===== config.mk =====
export PLATFORM = sky130hd
export DESIGN_NAME = fetch_queue_flat
export DESIGN_NICKNAME = d
export VERILOG_FILES = /design/src/rtl/fetch_queue_if.sv /design/src/rtl/fetch_queue.sv /design/src/flat_wrapper.sv
export SDC_FILE = /design/constraint.sdc
export NUM_CORES = 1
export LEC_CHECK = 0
export BUFFER_PORTS_ARGS = -buffer_cell sky130_fd_sc_hd__buf_4
export CAP_MARGIN = 20
export CELL_PAD_IN_SITES_DETAIL_PLACEMENT = 1
export CELL_PAD_IN_SITES_GLOBAL_PLACEMENT = 2
export CORE_UTILIZATION = 40
export CTS_BUF_LIST = sky130_fd_sc_hd__clkbuf_8 sky130_fd_sc_hd__clkbuf_16
export CTS_CLUSTER_DIAMETER = 30
export CTS_CLUSTER_SIZE = 20
export DETAILED_ROUTE_END_ITERATION = 10
export PLACE_DENSITY = 0.83
export SYNTH_ARGS = -nofsm -noshare
export SYNTH_HDL_FRONTEND = slang
export SYNTH_SLANG_ARGS = --single-unit

===== constraint.sdc =====
create_clock -name clk -period 3.9 [get_ports clk]
set_input_delay 0.585 -clock clk [delete_from_list [all_inputs] [get_ports clk]]
set_output_delay 0.585 -clock clk [all_outputs]
set_load 0.005 [all_outputs]

===== src/rtl/fetch_queue_if.sv =====
// Bundle of memory-bus, decode-side and redirect signals around the instruction prefetch queue.
// Signal prefixes are seen from the queue: i_ enters it, o_ leaves it.
interface fetch_queue_if;
  logic        i_redirect;
  logic [31:0] i_redirect_pc;
  logic        i_stall;
  logic        o_mem_req;
  logic [31:0] o_mem_addr;
  logic        i_mem_ack;
  logic [31:0] i_mem_rdata;
  logic        o_valid;
  logic [31:0] o_inst;
  logic [31:0] o_pc;
  logic [31:0] o_pc4;

  modport master (
    input  i_redirect, i_redirect_pc, i_stall, i_mem_ack, i_mem_rdata,
    output o_mem_req, o_mem_addr, o_valid, o_inst, o_pc, o_pc4
  );

  modport slave (
    output i_redirect, i_redirect_pc, i_stall, i_mem_ack, i_mem_rdata,
    input  o_mem_req, o_mem_addr, o_valid, o_inst, o_pc, o_pc4
  );
endinterface


===== src/rtl/fetch_queue.sv =====
// Instruction prefetch queue: one outstanding fetch, DEPTH-entry FIFO of {pc, pc4, inst}, redirect flush.
// Optional macro FQ_BYPASS_EN forwards an ack on an empty queue straight to decode in the ack cycle.
module fetch_queue #(
  parameter int          DEPTH    = 4,
  parameter logic [31:0] RESET_PC = 32'h0000_0000
) (
  input logic           clk,
  input logic           rst,
  fetch_queue_if.master bus
);
  localparam int          PTR_W = (DEPTH > 1) ? $clog2(DEPTH) : 1;
  localparam int          CNT_W = PTR_W + 1;
  localparam logic [31:0] NOP   = 32'h0000_0013;

  typedef enum logic [1:0] {IDLE, WAIT, DROP} state_t;

  state_t             r_state;
  state_t             w_nextState;
  logic [31:0]        r_fetchPc;
  logic [31:0]        r_reqPc;
  logic [31:0]        r_instMem [DEPTH];
  logic [31:0]        r_pcMem   [DEPTH];
  logic [31:0]        r_pc4Mem  [DEPTH];
  logic [PTR_W-1:0]   r_rdPtr;
  logic [PTR_W-1:0]   r_wrPtr;
  logic [CNT_W-1:0]   r_count;

  logic               w_empty;
  logic               w_issue;
  logic               w_ackKeep;
  logic               w_bypassTake;
  logic               w_push;
  logic               w_pop;
  logic               w_valid;
  logic [31:0]        w_inst;
  logic [31:0]        w_pc;
  logic [31:0]        w_pc4;

  assign w_empty   = (r_count == '0);
  // A request is only issued when a FIFO slot is free for its word.
  assign w_issue   = (r_state == IDLE) && !bus.i_redirect && (r_count < CNT_W'(DEPTH));
  assign w_ackKeep = (r_state == WAIT) && bus.i_mem_ack && !bus.i_redirect;

`ifdef FQ_BYPASS_EN
  logic w_bypass;
  assign w_bypass     = w_empty && w_ackKeep;
  assign w_bypassTake = w_bypass && !bus.i_stall;
`else
  assign w_bypassTake = 1'b0;
`endif

  assign w_push = w_ackKeep && !w_bypassTake;
  assign w_pop  = !w_empty && !bus.i_stall && !bus.i_redirect;

  always_ff @(posedge clk or posedge rst) begin
    if (rst) r_state <= IDLE;
    else     r_state <= w_nextState;
  end

  always_comb begin
    w_nextState = r_state;
    case (r_state)
      IDLE: if (w_issue) w_nextState = WAIT;
      WAIT: begin
        if (bus.i_redirect)     w_nextState = bus.i_mem_ack ? IDLE : DROP;
        else if (bus.i_mem_ack) w_nextState = IDLE;
      end
      DROP: if (bus.i_mem_ack) w_nextState = IDLE;
      default: w_nextState = IDLE;
    endcase
  end

  always_ff @(posedge clk or posedge rst) begin
    if (rst) begin
      r_fetchPc <= RESET_PC;
      r_reqPc   <= RESET_PC;
    end else begin
      if (bus.i_redirect)                          r_fetchPc <= bus.i_redirect_pc;
      else if ((r_state == WAIT) && bus.i_mem_ack) r_fetchPc <= r_reqPc + 32'd4;
      if (w_issue) r_reqPc <= r_fetchPc;
    end
  end

  // Redirect flushes the whole queue and overrides any push or pop that cycle.
  always_ff @(posedge clk or posedge rst) begin
    if (rst) begin
      r_rdPtr <= '0;
      r_wrPtr <= '0;
      r_count <= '0;
    end else if (bus.i_redirect) begin
      r_rdPtr <= '0;
      r_wrPtr <= '0;
      r_count <= '0;
    end else begin
      if (w_push) r_wrPtr <= r_wrPtr + 1'b1;
      if (w_pop)  r_rdPtr <= r_rdPtr + 1'b1;
      case ({w_push, w_pop})
        2'b10:   r_count <= r_count + 1'b1;
        2'b01:   r_count <= r_count - 1'b1;
        default: r_count <= r_count;
      endcase
    end
  end

  always_ff @(posedge clk) begin
    if (w_push) begin
      r_instMem[r_wrPtr] <= bus.i_mem_rdata;
      r_pcMem[r_wrPtr]   <= r_reqPc;
      r_pc4Mem[r_wrPtr]  <= r_reqPc + 32'd4;
    end
  end

  always_comb begin
    w_valid = !w_empty;
    w_inst  = w_empty ? NOP   : r_instMem[r_rdPtr];
    w_pc    = w_empty ? '0    : r_pcMem[r_rdPtr];
    w_pc4   = w_empty ? '0    : r_pc4Mem[r_rdPtr];
`ifdef FQ_BYPASS_EN
    if (w_bypass) begin
      w_valid = 1'b1;
      w_inst  = bus.i_mem_rdata;
      w_pc    = r_reqPc;
      w_pc4   = r_reqPc + 32'd4;
    end
`endif
  end

  assign bus.o_mem_req  = (r_state != IDLE);
  assign bus.o_mem_addr = r_reqPc;
  assign bus.o_valid    = w_valid;
  assign bus.o_inst     = w_inst;
  assign bus.o_pc       = w_pc;
  assign bus.o_pc4      = w_pc4;
endmodule

===== src/flat_wrapper.sv =====
// flat-port wrapper written by rule: the top's interface ports become plain ports
module fetch_queue_flat 
#(
  parameter int          DEPTH    = 4,
  parameter logic [31:0] RESET_PC = 32'h0000_0000
)
  (clk, rst, bus_i_redirect, bus_i_redirect_pc, bus_i_stall, bus_i_mem_ack, bus_i_mem_rdata, bus_o_mem_req, bus_o_mem_addr, bus_o_valid, bus_o_inst, bus_o_pc, bus_o_pc4);
  fetch_queue_if bus_i ();
  input logic clk;
  input logic rst;
  input wire logic [$bits(bus_i.i_redirect)-1:0] bus_i_redirect;
  input wire logic [$bits(bus_i.i_redirect_pc)-1:0] bus_i_redirect_pc;
  input wire logic [$bits(bus_i.i_stall)-1:0] bus_i_stall;
  input wire logic [$bits(bus_i.i_mem_ack)-1:0] bus_i_mem_ack;
  input wire logic [$bits(bus_i.i_mem_rdata)-1:0] bus_i_mem_rdata;
  output wire logic [$bits(bus_i.o_mem_req)-1:0] bus_o_mem_req;
  output wire logic [$bits(bus_i.o_mem_addr)-1:0] bus_o_mem_addr;
  output wire logic [$bits(bus_i.o_valid)-1:0] bus_o_valid;
  output wire logic [$bits(bus_i.o_inst)-1:0] bus_o_inst;
  output wire logic [$bits(bus_i.o_pc)-1:0] bus_o_pc;
  output wire logic [$bits(bus_i.o_pc4)-1:0] bus_o_pc4;
  assign bus_i.i_redirect = bus_i_redirect;
  assign bus_i.i_redirect_pc = bus_i_redirect_pc;
  assign bus_i.i_stall = bus_i_stall;
  assign bus_i.i_mem_ack = bus_i_mem_ack;
  assign bus_i.i_mem_rdata = bus_i_mem_rdata;
  assign bus_o_mem_req = bus_i.o_mem_req;
  assign bus_o_mem_addr = bus_i.o_mem_addr;
  assign bus_o_valid = bus_i.o_valid;
  assign bus_o_inst = bus_i.o_inst;
  assign bus_o_pc = bus_i.o_pc;
  assign bus_o_pc4 = bus_i.o_pc4;
  fetch_queue #(.DEPTH(DEPTH), .RESET_PC(RESET_PC)) u_core (.clk(clk), .rst(rst), .bus(bus_i));
endmodule

# [Word level (Yosys, flattened, before mapping)]
# Memory sizes are Yosys's and may differ from the RTL's.
# Cells that the tools add are included.
[word_totals] reg_bits=73 out_inout_bits=130 elab_cells=54 mem_count=3 inputBits=69 mem_bits_rw=384
[classes] eq_ne=5 n_addsub=5 muxes=18 n_reduce_logical=16 magnitude_cmp=1
[mem_list] name="u_core.r_instMem" depth=4 word_bits=32 read_ports=1 rd_clocked_by_memory_dff=0 wr=1 line_no="fetch_queue.sv:21" rtl="logic [31:0] r_instMem [DEPTH];"
[mem_list] name="u_core.r_pc4Mem" depth=4 word_bits=32 read_ports=1 rd_clocked_by_memory_dff=0 wr=1 line_no="fetch_queue.sv:23" rtl="logic [31:0] r_pc4Mem [DEPTH];"
[mem_list] name="u_core.r_pcMem" depth=4 word_bits=32 read_ports=1 rd_clocked_by_memory_dff=0 wr=1 line_no="fetch_queue.sv:22" rtl="logic [31:0] r_pcMem [DEPTH];"
[op_table] operator="$mux W32" n=5
[op_table] operator="$add A32 B3 Y32 const B" n=1
[op_table] operator="$mux W2" n=8
[op_table] operator="$reduce_bool A2 Y1" n=4
[op_table] operator="$logic_and A1 B1 Y1" n=6
[op_table] operator="$pmux W2 S3" n=1
[op_table] operator="$pmux W3 S2" n=1
[op_table] operator="$add A2 B1 Y2 const B" n=2
[op_table] operator="$eq A2 B1 Y1 const B" n=2
[op_table] operator="$eq A2 B2 Y1 const B" n=2
[op_table] operator="$add A3 B1 Y3 const B" n=1
[op_table] operator="$logic_not A1 Y1" n=3
[op_table] operator="$logic_not A3 Y1" n=1
[op_table] operator="$lt A3 B3 Y1 const B" n=1
[op_table] operator="$mux W3" n=1
[op_table] operator="$reduce_bool A3 Y1" n=1
[op_table] operator="$sub A3 B1 Y3 const B" n=1
[op_table] operator="$logic_not A2 Y1" n=1
[op_table] operator="$mux W1" n=2
[op_table] operator="$ne A2 B1 Y1 const B" n=1

# [Longest topological paths before layout]
# Gate-level depths: netlist of the first run.
[logic_depth] depth_word=7 mapped_depth=8 ltp_nobuf=7

# [Worst setup path after synthesis of the first run]
# OpenSTA, ideal clock, no wires.
[synth_timing] path_type="input port to flip-flop" start="input bus_i_redirect" end="memory u_core.r_instMem[1][0], enable pin" setup_ps=463 arrival_time_ps=3726 slack_ps=-289 stages=4 cell_sequence="clkbuf_1 nor3_1 clkbuf_1 and2_1"
[synth_via] elab_chain_cells=4
[synth_rtl] item="from (decl)" line_no="flat_wrapper.sv:11" rtl="input wire logic [$bits(bus_i.i_redirect)-1:0] bus_i_redirect;"
[synth_rtl] item="$logic_not A1 Y1" line_no="fetch_queue.sv:42" rtl="assign w_ackKeep = (r_state == WAIT) && bus.i_mem_ack && !bus.i_redirect;"
[synth_rtl] item="$logic_and A1 B1 Y1" line_no="fetch_queue.sv:42"
[synth_rtl] item="$mux W1" line_no="fetch_queue.sv:106" rtl="if (w_push) begin"
[synth_rtl] item="$mux W1 (not written as such)" line_no="fetch_queue.sv:107" rtl="r_instMem[r_wrPtr] <= bus.i_mem_rdata;"
[synth_rtl] item="to (decl)" line_no="fetch_queue.sv:21"
# Every way passes these cells.

# [Final worst setup path of the first run]
[layout_timing] start="register u_core.r_count[2]" end="output bus_o_pc4[8]"
[layout_via] elab_chain_cells=2
[layout_rtl] item="from (decl)" line_no="fetch_queue.sv:26" rtl="logic [CNT_W-1:0] r_count;"
[layout_rtl] item="from (signal assigned)" line_no="fetch_queue.sv:98" rtl="2'b10: r_count <= r_count + 1'b1;"
[layout_rtl] item="from (signal assigned)" line_no="fetch_queue.sv:99" rtl="2'b01: r_count <= r_count - 1'b1;"
[layout_rtl] item="from (signal assigned)" line_no="fetch_queue.sv:100" rtl="default: r_count <= r_count;"
[layout_rtl] item="$logic_not A3 Y1" line_no="fetch_queue.sv:39" rtl="assign w_empty = (r_count == '0);"
[layout_rtl] item="$mux W32" line_no="fetch_queue.sv:117" rtl="w_pc4 = w_empty ? '0 : r_pc4Mem[r_rdPtr];"
[layout_rtl] item="to (decl)" line_no="flat_wrapper.sv:21" rtl="output wire logic [$bits(bus_i.o_pc4)-1:0] bus_o_pc4;"
# Every way passes these cells.

==> results by group, run 1 <==
Clock tree
  – Root Buffer: clkbuf_16
  – Clk buf depth: 3
  – CTS H-tree lvls: 3
  – Worst-Skew Late Latency: 0.60 ns
  – Total setup buffers inserted after CTS: 0
  – Clock sinks: 449
  – Post-cts resize count: 0
  – CTS tree: done
  – Hold buffer count at cts: 0
  – Reg clk slew, reported paths: about 0.050 ns
  – TritonCTS Buffers: a little under 90

Synthesis
  – Number of library cell types mapped by synthesis: 44
  – Fraction of synthesized cell area in xor and xnor cells: 1.66%
  – Yosys top cell area share: around 63%
  – Adder-Cell Fraction of Synth Area: 0.460%
  – Largest family of logic cells by synthesized area: multiplexers
  – Register area share after synthesis: between 70% and 80%
  – Post-synth top area cell: edfxtp_1
  – Syn nets: 1033
  – Main synth FF type: edfxtp_1
  – Ranking of synthesized cells by area: edfxtp_1 63%, mux4_2 12%, dfrtp_1 10%
  – Synth Register Bits: 449
  – Synth Area in Simple Gates: just over 7%
  – Mean Syn Cell Area: 18.7 um2
  – Syn Inst Count: between 900 and 1000
  – Share of async-settable or async-resettable flops after synthesis: between 10% and 20%
  – Mux cell area share after synthesis: 13.7%
  – Complex-gate fraction of the synthesized area: roughly 2.3%
  – Post-synth EDFFs: 376
  – Syn. warnings: 0
  – Syn Std Cell Area: 17900 um2

Worst setup path
  – CP peak stage delay: between 0.4 and 0.5 ns
  – CP bufs+invs: 4
  – Required time of the critical path: 3.31 ns
  – R2r endpoint: u_core.r_fetchPc[24]
  – Arrival time at the worst endpoint: approximately 2.7 ns
  – R2r startpoint: u_core.bus.o_mem_addr[2]
  – Critical-path maximum fanout: slightly below 80
  – Reg2Reg Depth: 6
  – Family with the most delay on the worst path: buffers and inverters
  – Slowest cell on the critical path: dfrtp_1
  – Most frequent CP cell: buf_4
  – Critical path capture point type: output pin
  – R2R setup slack: between 1 and 1.5 ns
  – WS Path Type: flop to output pin
  – Worst path cell trace: nor3_1 > buf_4 > clkinv_2 > buf_4 > and2_1 > buf_4
  – Startpoint Class: flop

Placement
  – Place WS: 1.23 ns
  – Port Buffer Count: 198
  – Dpl cells: 1719
  – DP HPWL: 27100 um
  – RD Place Congestion: approximately 0.75

STA
  – Worst slew margin: 41.2%
  – Fin crit share: 83.1%
  – Setup TNS: 0 ns
  – Unrepaired setup endpoints after global routing: false
  – Worst Slack Setup Final: 0.658 ns
  – Min Clock Period, post-route: between 3 and 4 ns
  – Clock Skews: 0.0228 ns
  – Final setup fails: 0
  – Final number of max-transition violations: 0
  – Max Clock Freq: 0.308 GHz
  – Worst Max-Slew Pin Slew: 0.882 ns
  – Final Hold Vio Count: 0

Final layout
  – Fin nets: 1293
  – Antenna cells: 0
  – Finished Layout Cells: 1887
  – Register Area: 13100 um2
  – Commonest non-fill, non-tap cell in the layout: edfxtp_1
  – Share of layout cells above drive strength 1: 40.5%
  – Area growth syn-to-layout: 31.0%
  – Fill cells: about 4000
  – Multi-input logic area: 4550 um2
  – Commonest cells after routing, fill and taps aside: 376 x edfxtp_1, 216 x buf_4, 95 x clkbuf_16

Global route
  – Initial antenna violation count: 1
  – Grt ovf: 0
  – Largest net degree at the start of global routing: 80
  – GR Util All Layers: 20.2%
  – Vias in the first global route: 10795
  – First-pass GRT wire length: 67100 um

Floorplanning
  – Overall die width: 214 um
  – Full die area: 45700 um2
  – Site Rows: 77
  – Core footprint: 44200 um2
  – Ports: 199
  – Initial Util: 40.6%
  – Die height: 214 um

Route
  – Residual DRC count: 0
  – Remaining antenna violation count: 0
  – Drt first pass iters: 5
  – Vias post-DR: 9798
  – DR WL/cell: 23.6 um
  – Initial drt markers: 588
  – Drt via density: 5.19
  – Final wirelength: 44500 um

Pwr
  – Max VDD drop: 0.301 mV
  – Pwr Total: 18.5 mW
  – P_leak: 8.53 nW
  – PD cells: 789 nW/um2

Run
  – MaxCap Viol Count: 0

Hold path
  – HP Class: primary input to async pin

Outcome
  – Status: complete, no violations
Yosys cell counts, types with 2 or more instances:
library cell,instances
a21o_1,4
a21oi_1,2
a221o_1,21
a221o_2,2
a22o_1,5
a22oi_1,2
and2_1,95
and3_1,4
and4_1,3
buf_1,2
buf_2,16
buf_4,3
clkbuf_1,30
clkbuf_8,2
dfrtp_1,73
edfxtp_1,376
ha_1,5
inv_1,10
mux2_2,30
mux4_2,94
nand2_1,45
nand3_1,14
nand4_1,11
nor2_1,38
nor3_1,8
nor4_1,2
o21ai_0,5
o32ai_1,2
or2_2,5
or3_1,3
xnor2_1,27
xor2_1,7
power breakdown:
group          internal, mW  switching, mW
Combinational          2.02           1.81
Sequential             5.95          0.653
Clock                  5.52           2.59
Total                  13.5           5.05
area by class of cell:
cell class / count / share of cell area, %
Sequential cell: 449 / 55.9
Multi-Input combinational cell: 445 / 19.3
Clock buffer: 99 / 10.4
Timing Repair Buffer: 223 / 7.50
Clock inverter: 69 / 3.62
Tap cell: 592 / 3.15
Inverter: 10 / 0.170
kinds of logic after synthesis:
family                   Yosys count
AO/OA/AOI/OAI                     47
flip-flops                       449
multiplexers                     125
AND/OR/NAND/NOR                  233
XOR/XNOR                          34
buffers and inverters             64
adder cells (fa/ha/maj)            6
worst register-to-register path: stages (launching register included):
cell and delay (ns):
dfrtp_1 0.52, ha_1 0.31, nand4_1 0.41, nor3_1 0.49, nand4_1 0.20, xnor2_1 0.24
a221o_1 0.36
worst max-delay path by stage:
stage	end	from	cells after the start	slack, ns
after floorplan	u_core.r_instMem[0][0]	bus_i_redirect	4	0.74
after global placement	u_core.r_pcMem[1][21]	bus_i_redirect	5	1.24
after detailed placement	bus_o_pc[16]	u_core.r_count[2]	6	1.23
after CTS	bus_o_pc4[8]	u_core.r_count[2]	6	0.58
after global routing	bus_o_pc4[8]	u_core.r_count[2]	6	0.48
final	bus_o_pc4[8]	u_core.r_count[2]	6	0.66
metal layers:
layer  global-route usage [%]  part of all wire (%)  vias to the layer above
li1                         -                     -                     4322
met1                     26.5                    43                     5151
met2                     33.2                    50                      266
met3                     4.82                   5.4                       59
met4                     6.35                   1.9                        0
met5                        0                     0                        -
state kept, by name, summed over array words and instances (netlist names):
register,cells
u_core.r_instMem,128
u_core.r_pc4Mem,126
u_core.r_pcMem,122
u_core.bus.o_mem_addr,32
u_core.r_fetchPc,32
u_core.r_count,3
u_core.r_rdPtr,2
u_core.r_state,2
u_core.r_wrPtr,2
metrics by stage:
step,utilization [%],instance area [um2],hold slack [ns]
final,53.1,23500,0.145
after detailed placement,45.7,20200,0.476
after floorplan,-,17900,0.450
after CTS,53.1,23500,0.128
after global routing,53.1,23500,0.155
after global placement,45.7,20200,0.464
No activity file was read; power rests on OpenSTA's default activity.
==> inputs of run 2 (changes only) <==
--- a/config.mk
+++ b/config.mk
@@ -5,11 +5,12 @@
 export SDC_FILE = /design/constraint.sdc
 export NUM_CORES = 1
 export LEC_CHECK = 0
+export ABC_AREA = 1
 export BUFFER_PORTS_ARGS = -buffer_cell sky130_fd_sc_hd__buf_4
 export CAP_MARGIN = 20
 export CELL_PAD_IN_SITES_DETAIL_PLACEMENT = 1
 export CELL_PAD_IN_SITES_GLOBAL_PLACEMENT = 2
-export CORE_UTILIZATION = 40
+export CORE_UTILIZATION = 35
 export CTS_BUF_LIST = sky130_fd_sc_hd__clkbuf_8 sky130_fd_sc_hd__clkbuf_16
 export CTS_CLUSTER_DIAMETER = 30
 export CTS_CLUSTER_SIZE = 20
==> constraint.sdc (replaced) <==
create_clock -name clk -period 2.8 [get_ports clk]
set_input_delay 0.42 -clock clk [delete_from_list [all_inputs] [get_ports clk]]
set_output_delay 0.42 -clock clk [all_outputs]
set_load 0.005 [all_outputs]
==> run 2 against run 1 <==
Compared with the run above: sequential power rose by 37%; global-route usage is 1.0 points higher; sequential share of layout area is 3.5 points lower; routed wire length is 28% higher; cell count grew 45%; synthesized cell count is 75% higher; setup slack lost 0.59 ns; via count grew 39%; die area grew 18%; clock skew shrank 0.0055 ns.
==> results by group, run 2 <==
Synthesis
  – Post-synth top area cell: edfxtp_1 (unchanged)
  – Post-synth EDFFs: 376 (unchanged)
  – Synth Register Bits: 449 (unchanged)
  – Register area share after synthesis: 70.4% (was 73.1%)
  – Main synth FF type: edfxtp_1 (unchanged)
  – Syn. warnings: 0 (unchanged)
  – Yosys top cell area share: 60.6% (was 62.9%)
  – Syn nets: 1756 (was 1033)
  – Syn Std Cell Area: 18600 um2 (was 17900 um2)
  – Number of library cell types mapped by synthesis: 35 (was 44)
  – Ranking of synthesized cells by area: edfxtp_1 61%, dfrtp_1 9.8%, nor2_1 8.6% (was edfxtp_1 63%, mux4_2 12%, dfrtp_1 10%)
  – Mean Syn Cell Area: 11.1 um2 (was 18.7 um2)
  – Syn Inst Count: 1681 (was 958)
  – Count leader, synth: nor2_1 (was edfxtp_1)
  – Share of async-settable or async-resettable flops after synthesis: 16.3% (unchanged)
  – Top cells by count, synth: 427 x nor2_1, 376 x edfxtp_1, 219 x o21ai_0 (was 376 x edfxtp_1, 95 x and2_1, 94 x mux4_2)

STA
  – Min Clock Period, post-route: 2.73 ns
  – Worst Slack Setup Final: 0.0677 ns (was 0.658 ns)
  – Fin crit share: 97.6%
  – Clock Skews: 0.0173 ns (was 0.0228 ns)
  – Final number of max-transition violations: 0 (unchanged)
  – Final setup fails: 0 (unchanged)
  – Final hold slack: 0.0359 ns (was 0.145 ns)
  – Final Hold Vio Count: 0 (unchanged)
  – Worst Max-Slew Pin Slew: 0.669 ns (was 0.882 ns)
  – Max Clock Freq: 0.366 GHz
  – Setup TNS: 0 ns (unchanged)
  – Worst slew margin: 55.2% (was 41.2%)

Global route
  – GR Util All Layers: 21.2% (was 20.2%)
  – First-pass GRT wire length: 85800 um (was 67100 um)
  – Largest net degree at the start of global routing: 95 (was 80)
  – Grt ovf: 0 (unchanged)
  – Initial antenna violation count: 0 (was 1)
  – Vias in the first global route: 14750 (was 10795)

Floorplanning
  – Ports: 199 (unchanged)
  – Full die area: 54100 um2 (was 45700 um2)
  – Site Rows: 84 (was 77)
  – Overall die width: 233 um (was 214 um)
  – Die height: 233 um (was 214 um)
  – Initial Util: 35.4% (was 40.6%)
  – Core footprint: 52600 um2 (was 44200 um2)

Final layout
  – Finished Layout Cells: 2740 (was 1887)
  – Fill cells: 5572 (was 4007)
  – Antenna cells: 0 (unchanged)
  – Register Area: 13100 um2 (unchanged)
  – Commonest non-fill, non-tap cell in the layout: nor2_1 (was edfxtp_1)
  – Most flops, register: u_core.r_instMem (unchanged)
  – Multi-input logic area: 4830 um2 (was 4550 um2)
  – Top Registers: u_core.r_instMem x128, u_core.r_pc4Mem x126, u_core.r_pcMem x122 (unchanged)
  – Area growth syn-to-layout: 34.6% (was 31.0%)
  – Max FFs per register: 128 (unchanged)
  – Fin nets: 2046 (was 1293)
  – Share of layout cells above drive strength 1: 22.5% (was 40.5%)
  – Commonest cells after routing, fill and taps aside: 422 x nor2_1, 376 x edfxtp_1, 224 x buf_4 (was 376 x edfxtp_1, 216 x buf_4, 95 x clkbuf_16)
  – Cell area after layout: 25100 um2 (was 23500 um2)
  – Layout Utilization: 47.7% (was 53.1%)

Clock tree
  – Clock sinks: 449 (unchanged)
  – Reg clk slew, reported paths: 0.05 ns (about the same)
  – Root Buffer: clkbuf_16 (unchanged)
  – Clk buf depth: 3 (unchanged)
  – TritonCTS Buffers: 93 (was 89)
  – CTS tree: done (unchanged)
  – CTS H-tree lvls: 3 (unchanged)
  – Worst-Skew Late Latency: 0.63 ns (was 0.60 ns)

Route
  – Residual DRC count: 0 (unchanged)
  – Initial drt markers: 780 (was 588)
  – Drt via density: 4.97 (was 5.19)
  – Drt first pass iters: 5 (unchanged)
  – Vias post-DR: 13625 (was 9798)
  – Final wirelength: 57000 um (was 44500 um)
  – DR WL/cell: 20.8 um (was 23.6 um)
  – Remaining antenna violation count: 0 (unchanged)

Worst setup path
  – Critical-path maximum fanout: 49 (was 79)
  – Reg2Reg Depth: 6 (unchanged)
  – WS Path Type: flop to output pin (unchanged)
  – R2r startpoint: u_core.r_state[1] (was u_core.bus.o_mem_addr[2])
  – Startpoint Class: flop (unchanged)
  – Arrival time at the worst endpoint: 2.31 ns (was 2.66 ns)
  – Critical path destination: bus_o_pc4[18] (was bus_o_pc4[8])
  – Required time of the critical path: 2.38 ns (was 3.31 ns)
  – Crit path from: u_core.r_rdPtr[0] (was u_core.r_count[2])
  – R2r endpoint: u_core.r_pc4Mem[0][1] (was u_core.r_fetchPc[24])
  – R2R setup slack: 0.56 ns (was 1.24 ns)
  – Critical path capture point type: output pin (unchanged)

Outcome
  – Status: complete, no violations (unchanged)

Placement
  – Port Buffer Count: 198 (unchanged)
  – RD Place Congestion: 0.781 (was 0.749)
  – DP HPWL: 34800 um (was 27100 um)
  – Dpl cells: 2525 (was 1719)
  – Place WS: 0.442 ns (was 1.23 ns)
  – Placed Area: 21200 um2 (was 20200 um2)

Hold path
  – HP Class: primary input to flop (was primary input to async pin)

Pwr
  – Max VDD drop: 0.514 mV (was 0.301 mV)
  – P_leak: 9.67 nW (was 8.53 nW)
  – Sw Ratio: 29.3% (was 27.2%)
  – Clock power share: 45.7% (was 43.8%)
  – Seq pwr share: 36.1% (was 35.6%)
  – PD cells: 1000 nW/um2 (was 789 nW/um2)
  – Gate power share: 18.2% (was 20.6%)
  – Pwr Total: 25.2 mW (was 18.5 mW)
  – NetSw: 7.37 mW (was 5.05 mW)
  – Pint: 17.8 mW (was 13.5 mW)

Run
  – MaxCap Viol Count: 0 (unchanged)
-- run 2: routing by layer --
metal	track usage, %	part of all wire, %	vias to the layer above
met5	0	0	-
met4	7.78	2.6	0
met3	4.02	4.5	80
met2	35.9	49	307
met1	27.0	43	6893
li1	-	-	6345
-- run 2: critical path, cell delays in order, from the launching register on --
cell and delay [ns]:
dfrtp_4 0.50, buf_12 0.16, clkinv_8 0.15, buf_16 0.23
o21ai_0 0.15, a21oi_1 0.29, buf_4 0.17
-- run 2: power groups by stage --
stage | logic, mW | registers (mW) | clock network [mW]
finish | 4.59 | 9.07 | 11.5
global route | 5.05 | 9.15 | 12.0
CTS | 4.58 | 9.10 | 11.7
detailed placement | 4.49 | 9.21 | 0
global placement | 4.36 | 9.17 | 0
floorplan | 2.07 | 8.83 | 0
-- run 2: area by class of cell --
cell class                      count  area share [%]
Clock buffer                      101            9.82
Multi-Input combinational cell   1056            19.3
Sequential cell                   449            52.4
Inverter                           86            1.36
Tap cell                          688            3.44
Timing Repair Buffer              285            10.2
Clock inverter                     75            3.54
-- run 2: cells by family (layout without fill, tap and decap cells) --
family	count (synthesis)	after routing	synth area share, %
flops	449	449	70.4
mux	3	3	0.181
compound gates	348	348	9.58
xor+xnor	14	14	0.860
fa+ha+maj	6	6	0.443
simple gates	685	685	14.6
buf+inv	176	547	3.92
-- run 2: timing repair --
item / in CTS / in global routing
resized for setup: 5 / 11
gates cloned: 0 / 1
hold buffers: 34 / 0
endpoints found under the setup margin: 74 / 32
buffers inserted: 0 / 4
pin swaps: 0 / 1
endpoints found under the hold margin: 156 / 0
-- run 2: worst min path at each step --
stage / start / end / slack (ns) / depth (start not counted)
floorplan: u_core.r_fetchPc[13] / u_core.r_fetchPc[13] / 0.47 / 2
global placement: u_core.r_state[1] / u_core.r_state[0] / 0.49 / 1
detailed placement: u_core.r_fetchPc[13] / u_core.r_fetchPc[13] / 0.50 / 2
CTS: bus_i_redirect_pc[4] / u_core.r_fetchPc[4] / 0.002 / 3
global route: bus_i_redirect_pc[9] / u_core.r_fetchPc[9] / 0.03 / 3
finish: bus_i_redirect_pc[4] / u_core.r_fetchPc[4] / 0.04 / 3
